$ cat config.mk
export PLATFORM = sky130hd
export DESIGN_NAME = inv_shiftrows_stage
export DESIGN_NICKNAME = d
export VERILOG_FILES = /design/src/rtl/aes_pkg.sv /design/src/rtl/aes_fifo2.sv /design/src/rtl/inv_shiftrows_stage.sv
export SDC_FILE = /design/constraint.sdc
export NUM_CORES = 1
export LEC_CHECK = 0
export BUFFER_PORTS_ARGS = -buffer_cell sky130_fd_sc_hd__buf_2
export CORE_MARGIN = 2
export CORE_UTILIZATION = 53
export DETAILED_ROUTE_END_ITERATION = 12
export HOLD_SLACK_MARGIN = 0.08
export PLACE_DENSITY = 0.83
export SKIP_CTS_REPAIR_TIMING = 1
export SYNTH_ARGS = -nofsm -noshare
export SYNTH_HDL_FRONTEND = slang
export SYNTH_SLANG_ARGS = --single-unit
$ cat constraint.sdc
create_clock -name clk -period 2.16 [get_ports clk]
set_clock_uncertainty 0.05 [all_clocks]
set_input_delay 0.108 -clock clk [delete_from_list [all_inputs] [get_ports clk]]
set_output_delay 0.108 -clock clk [all_outputs]
set_load 0.01 [all_outputs]
$ cat src/rtl/aes_pkg.sv
// Shared AES datapath definitions: block geometry, occupancy states and the
// row-shift permutations used by the encryption and decryption stages.
package aes_pkg;

    localparam int unsigned NB      = 4;
    localparam int unsigned WORD    = 8;
    localparam int unsigned BLOCK_W = NB * NB * WORD;

    // Element [NB*NB-1] is byte b0 (bits [127:120]); byte bi lives at [NB*NB-1-i].
    typedef logic [NB*NB-1:0][WORD-1:0] state_t;

    typedef enum logic [1:0] {
        EMPTY,
        ONE,
        FULL
    } occ_e;

    // S'[r][c] = S[r][(c - r) mod NB]
    function automatic logic [BLOCK_W-1:0] inv_shift_rows(input logic [BLOCK_W-1:0] blk);
        state_t s;
        state_t d;
        s = blk;
        d = '0;
        for (int unsigned c = 0; c < NB; c++) begin
            for (int unsigned r = 0; r < NB; r++) begin
                d[NB*NB-1-(NB*c+r)] = s[NB*NB-1-(NB*((c+NB-r)%NB)+r)];
            end
        end
        return d;
    endfunction

    // S'[r][c] = S[r][(c + r) mod NB]
    function automatic logic [BLOCK_W-1:0] shift_rows(input logic [BLOCK_W-1:0] blk);
        state_t s;
        state_t d;
        s = blk;
        d = '0;
        for (int unsigned c = 0; c < NB; c++) begin
            for (int unsigned r = 0; r < NB; r++) begin
                d[NB*NB-1-(NB*c+r)] = s[NB*NB-1-(NB*((c+r)%NB)+r)];
            end
        end
        return d;
    endfunction

endpackage

$ cat src/rtl/aes_fifo2.sv
// Generic 2-entry valid/ready buffer with a registered in_ready, so there is
// no combinational path from out_ready back to in_ready.
module aes_fifo2
    import aes_pkg::*;
#(
    parameter int unsigned W = 132
) (
    input  logic         clk,
    input  logic         rst_n,
    input  logic         in_valid,
    output logic         in_ready,
    input  logic [W-1:0] in_data,
    output logic         out_valid,
    input  logic         out_ready,
    output logic [W-1:0] out_data
);

    occ_e         occ;
    occ_e         occ_nxt;
    logic         wr_ptr;
    logic         rd_ptr;
    logic [W-1:0] mem [2];
    logic         push;
    logic         pop;

    assign out_valid = (occ != EMPTY);
    assign push      = in_valid & in_ready;
    assign pop       = out_valid & out_ready;
    assign out_data  = out_valid ? mem[rd_ptr] : '0;

    always_comb begin
        occ_nxt = occ;
        case (occ)
            EMPTY:   if (push) occ_nxt = ONE;
            ONE: begin
                if (push && !pop)      occ_nxt = FULL;
                else if (!push && pop) occ_nxt = EMPTY;
            end
            FULL:    if (pop) occ_nxt = ONE;
            default: occ_nxt = EMPTY;
        endcase
    end

    always_ff @(posedge clk or negedge rst_n) begin
        if (!rst_n) begin
            occ      <= EMPTY;
            wr_ptr   <= 1'b0;
            rd_ptr   <= 1'b0;
            in_ready <= 1'b0;
            for (int unsigned i = 0; i < 2; i++) begin
                mem[i] <= '0;
            end
        end else begin
            occ      <= occ_nxt;
            in_ready <= (occ_nxt != FULL);
            if (push) begin
                mem[wr_ptr] <= in_data;
                wr_ptr      <= ~wr_ptr;
            end
            if (pop) begin
                rd_ptr <= ~rd_ptr;
            end
        end
    end

endmodule

$ cat src/rtl/inv_shiftrows_stage.sv
// AES decryption InvShiftRows stage: permutes the state on the write side of a
// 2-entry valid/ready buffer and carries a sideband tag alongside each block.
module inv_shiftrows_stage #(
    parameter int unsigned NB    = 4,
    parameter int unsigned WORD  = 8,
    parameter int unsigned TAG_W = 4
) (
    input  logic                   clk,
    input  logic                   rst_n,
    input  logic                   i_valid,
    output logic                   i_ready,
    input  logic [NB*NB*WORD-1:0]  i_block,
    input  logic [TAG_W-1:0]       i_tag,
    output logic                   o_valid,
    input  logic                   o_ready,
    output logic [NB*NB*WORD-1:0]  o_block,
    output logic [TAG_W-1:0]       o_tag
);

    import aes_pkg::*;

    localparam int unsigned DW = BLOCK_W + TAG_W;

    logic [DW-1:0] wr_data;
    logic [DW-1:0] rd_data;

    assign wr_data = {inv_shift_rows(i_block), i_tag};

    aes_fifo2 #(
        .W(DW)
    ) u_fifo (
        .clk       (clk),
        .rst_n     (rst_n),
        .in_valid  (i_valid),
        .in_ready  (i_ready),
        .in_data   (wr_data),
        .out_valid (o_valid),
        .out_ready (o_ready),
        .out_data  (rd_data)
    );

    assign o_block = rd_data[DW-1 -: BLOCK_W];
    assign o_tag   = rd_data[TAG_W-1:0];

endmodule

==> results.md <==
- Fin. Hold Viols: 0
- Pwr Density: 1550 nW/µm²
- Min cycle time layout: 2.16 ns
- H-tree Lvls: 1
- Total Power: 25.5 mW
- PortBufs: 269
- Count of pins over their slew limit: 0
- Critical path peak fanout: 17
- Worst vdd ir: 1060 µV
- CP Class: flip-flop to primary output
- Synth Area in Compound Gates: 0.164%
- Setup TNS: 0 ns
- Vias: 8580
- Final nets: 1420
- Routed WL per cell: 20.1 µm
- CTS tree: built
- Detailed Route WL: 31.9 mm
- Worst EP arrival: 2.00 ns
- Crit path required time: 2.00 ns
- Hold WS: 0.152 ns
- Final global-route overflow total: 0
- Area Overhead vs Synth: 34.7%
- CTS Buf Count: 28
- Cell Count, Final, Fillers Out: 1588
- Worst-Margin Slew: 0.832 ns
- Area taken by multi-input logic gates: 5160 µm²
- Pre-Repair DR Iteration Count: 4
- XOR/XNOR Fraction of Synth Area: 0.0718%
- Inst Count DP: 1394
- Slew HR: 44.3%
- Mapped Cells: 873
- Routed Antenna Nets: 0
- Number of antenna diodes: 0
- Sequential share of the synthesized area: 55.2%
- Worst hold path class: input port to asynchronous set/reset pin
- Die Y: 156 µm
- CTS clk-pin slew, worst paths: 0.06 ns
- First-pass GRT wire length: 43.3 mm
- Iteration-0 DRC Markers: 398
- # fillers: 1401
- Clk buf depth: 3
- DRC: 0
- Vias/cell: 5.40
- # setup viols final: 0
- Largest net degree at the start of global routing: 78
- Startpoint types: flip-flop
- Max-Cap Viols: 0
- Io pins: 270
- Post-Place Setup Slack: 0.427 ns
- Clock latency on the worst-skew pair: 0.53 ns
- Outcome: finished clean
- Die Area: 24200 µm²
- Mapped Area: 12200 µm²
- Site Rows: 55
- Tot GR Track Use: 21.8%
- Simple-Gate Fraction of Synth Area: 4.55%
- Seq cells post-synth: 269
- Syn_area_per_cell: 14.0 µm²
- Critical path endpoint category: primary output
- Root buf cell: clkbuf_16
- Chip width: 156 µm
- Initial antenna violation count: 0
- Max Freq: 464 MHz
- Mux contribution to synthesized area: 37.3%
- Vias in the first global route: 8509
- Core ar.: 22600 µm²
- Initial Util: 53.9%
- GPL Wtd Cong: 0.799
- Leakage: 8.13 nW
- Share of cells above drive strength 1: 47.0%
- PnR worst setup slack: 0.00398 ns
- Largest family of logic cells by synthesized area: multiplexers
- Register area: 6740 µm²
- Post-synthesis adder-cell area fraction: 0%
- Netlist cell types: 20
- Yosys warning count: 0
- Final HPWL DP: 17.6 mm
- Clk sink count: 269
- Syn Nets: 1009
- Period utilisation layout: 99.8%
==> metal layers <==
layer / wire length, µm / global-route usage (%)
met1: 12600 / 26.6
met4: 898 / 5.46
met2: 16300 / 38.0
met3: 2100 / 6.56
met5: 0 / 0
==> flip-flops by register name (all words and copies together) (netlist names) <==
name,flops
u_fifo.mem,264
u_fifo.occ,2
u_fifo.in_ready,1
u_fifo.rd_ptr,1
u_fifo.wr_ptr,1
==> cell usage in the layout (no fill, tap or decap), types with 3 or more instances in the layout <==
cell type / Yosys / routed
buf_2: 30 / 268
dfrtp_1: 269 / 268
mux2_2: 195 / 195
dlygate4sd3_1: 0 / 137
mux2i_1: 132 / 132
nor2_1: 133 / 132
mux2_4: 69 / 69
clkbuf_16: 0 / 29
buf_12: 0 / 17
buf_4: 0 / 16
clkbuf_1: 15 / 7
clkbuf_8: 0 / 7
nand2_1: 4 / 4
bufinv_16: 0 / 4
inv_1: 3 / 3
==> critical path, cell delays in order, from the launching register on <==
cell and delay [ns]:
dfrtp_4 0.52, buf_12 0.21, buf_12 0.18, mux2i_1 0.33, nor2_1 0.06, buf_2 0.14
==> cells by family after synthesis <==
group | count (synthesis)
AO/OA/AOI/OAI | 3
XOR/XNOR | 1
buffers and inverters | 61
flip-flops | 269
multiplexers | 396
AND/OR/NAND/NOR | 143
==> synth_stat cells <==
library cell,instances,share of area (%)
mux2_2,195,18
buf_1,5,0.15
inv_1,3,0.092
nand2_1,4,0.12
mux2_4,69,8.5
nand3_1,1,0.041
nand3b_1,1,0.062
xnor2_1,1,0.072
dfrtp_1,269,55
buf_6,8,0.74
buf_2,30,1.2
nand4b_1,1,0.072
o211a_1,1,0.082
clkbuf_1,15,0.46
or2_1,1,0.051
o21ai_0,1,0.041
nor2_1,133,4.1
nand2b_1,2,0.10
a21oi_1,1,0.041
mux2i_1,132,11
==> path summary, 6_finish.rpt <==
kind	startpoint	to	slack, ns	cells past startpoint
worst max-delay path	u_fifo.rd_ptr	o_block[107]	0.004	5
worst min-delay path	rst_n	u_fifo.mem[235]	0.15	3
worst max register to register	u_fifo.in_ready	u_fifo.mem[213]	0.37	4
worst min register to register	u_fifo.mem[164]	u_fifo.mem[164]	0.45	1
max in group asynchronous	rst_n	u_fifo.mem[239]	0.67	3
min in group clk	i_block[25]	u_fifo.mem[161]	0.30	3
==> where the power goes <==
group | switching [mW] | internal [mW]
registers | 1.56 | 7.62
clock network | 1.96 | 3.16
logic | 5.33 | 5.87
==> cell type report <==
type	instances	share of cell area, %
Tap cell	285	2.17
Clock buffer	43	5.16
Timing Repair Buffer	439	19.4
Multi-Input combinational cell	543	31.4
Inverter	3	0.0685
Sequential cell	269	41.0
Clock inverter	6	0.792
==> metrics by stage <==
step	util [%]	instance area, µm²
5_1_grt	72.6	16400
3_5_place_dp	61.9	14000
2_1_floorplan	-	12200
3_3_place_gp	61.9	14000
4_1_cts	66.2	15000
6_report	72.6	16400
(Power assumes the default switching activity.)
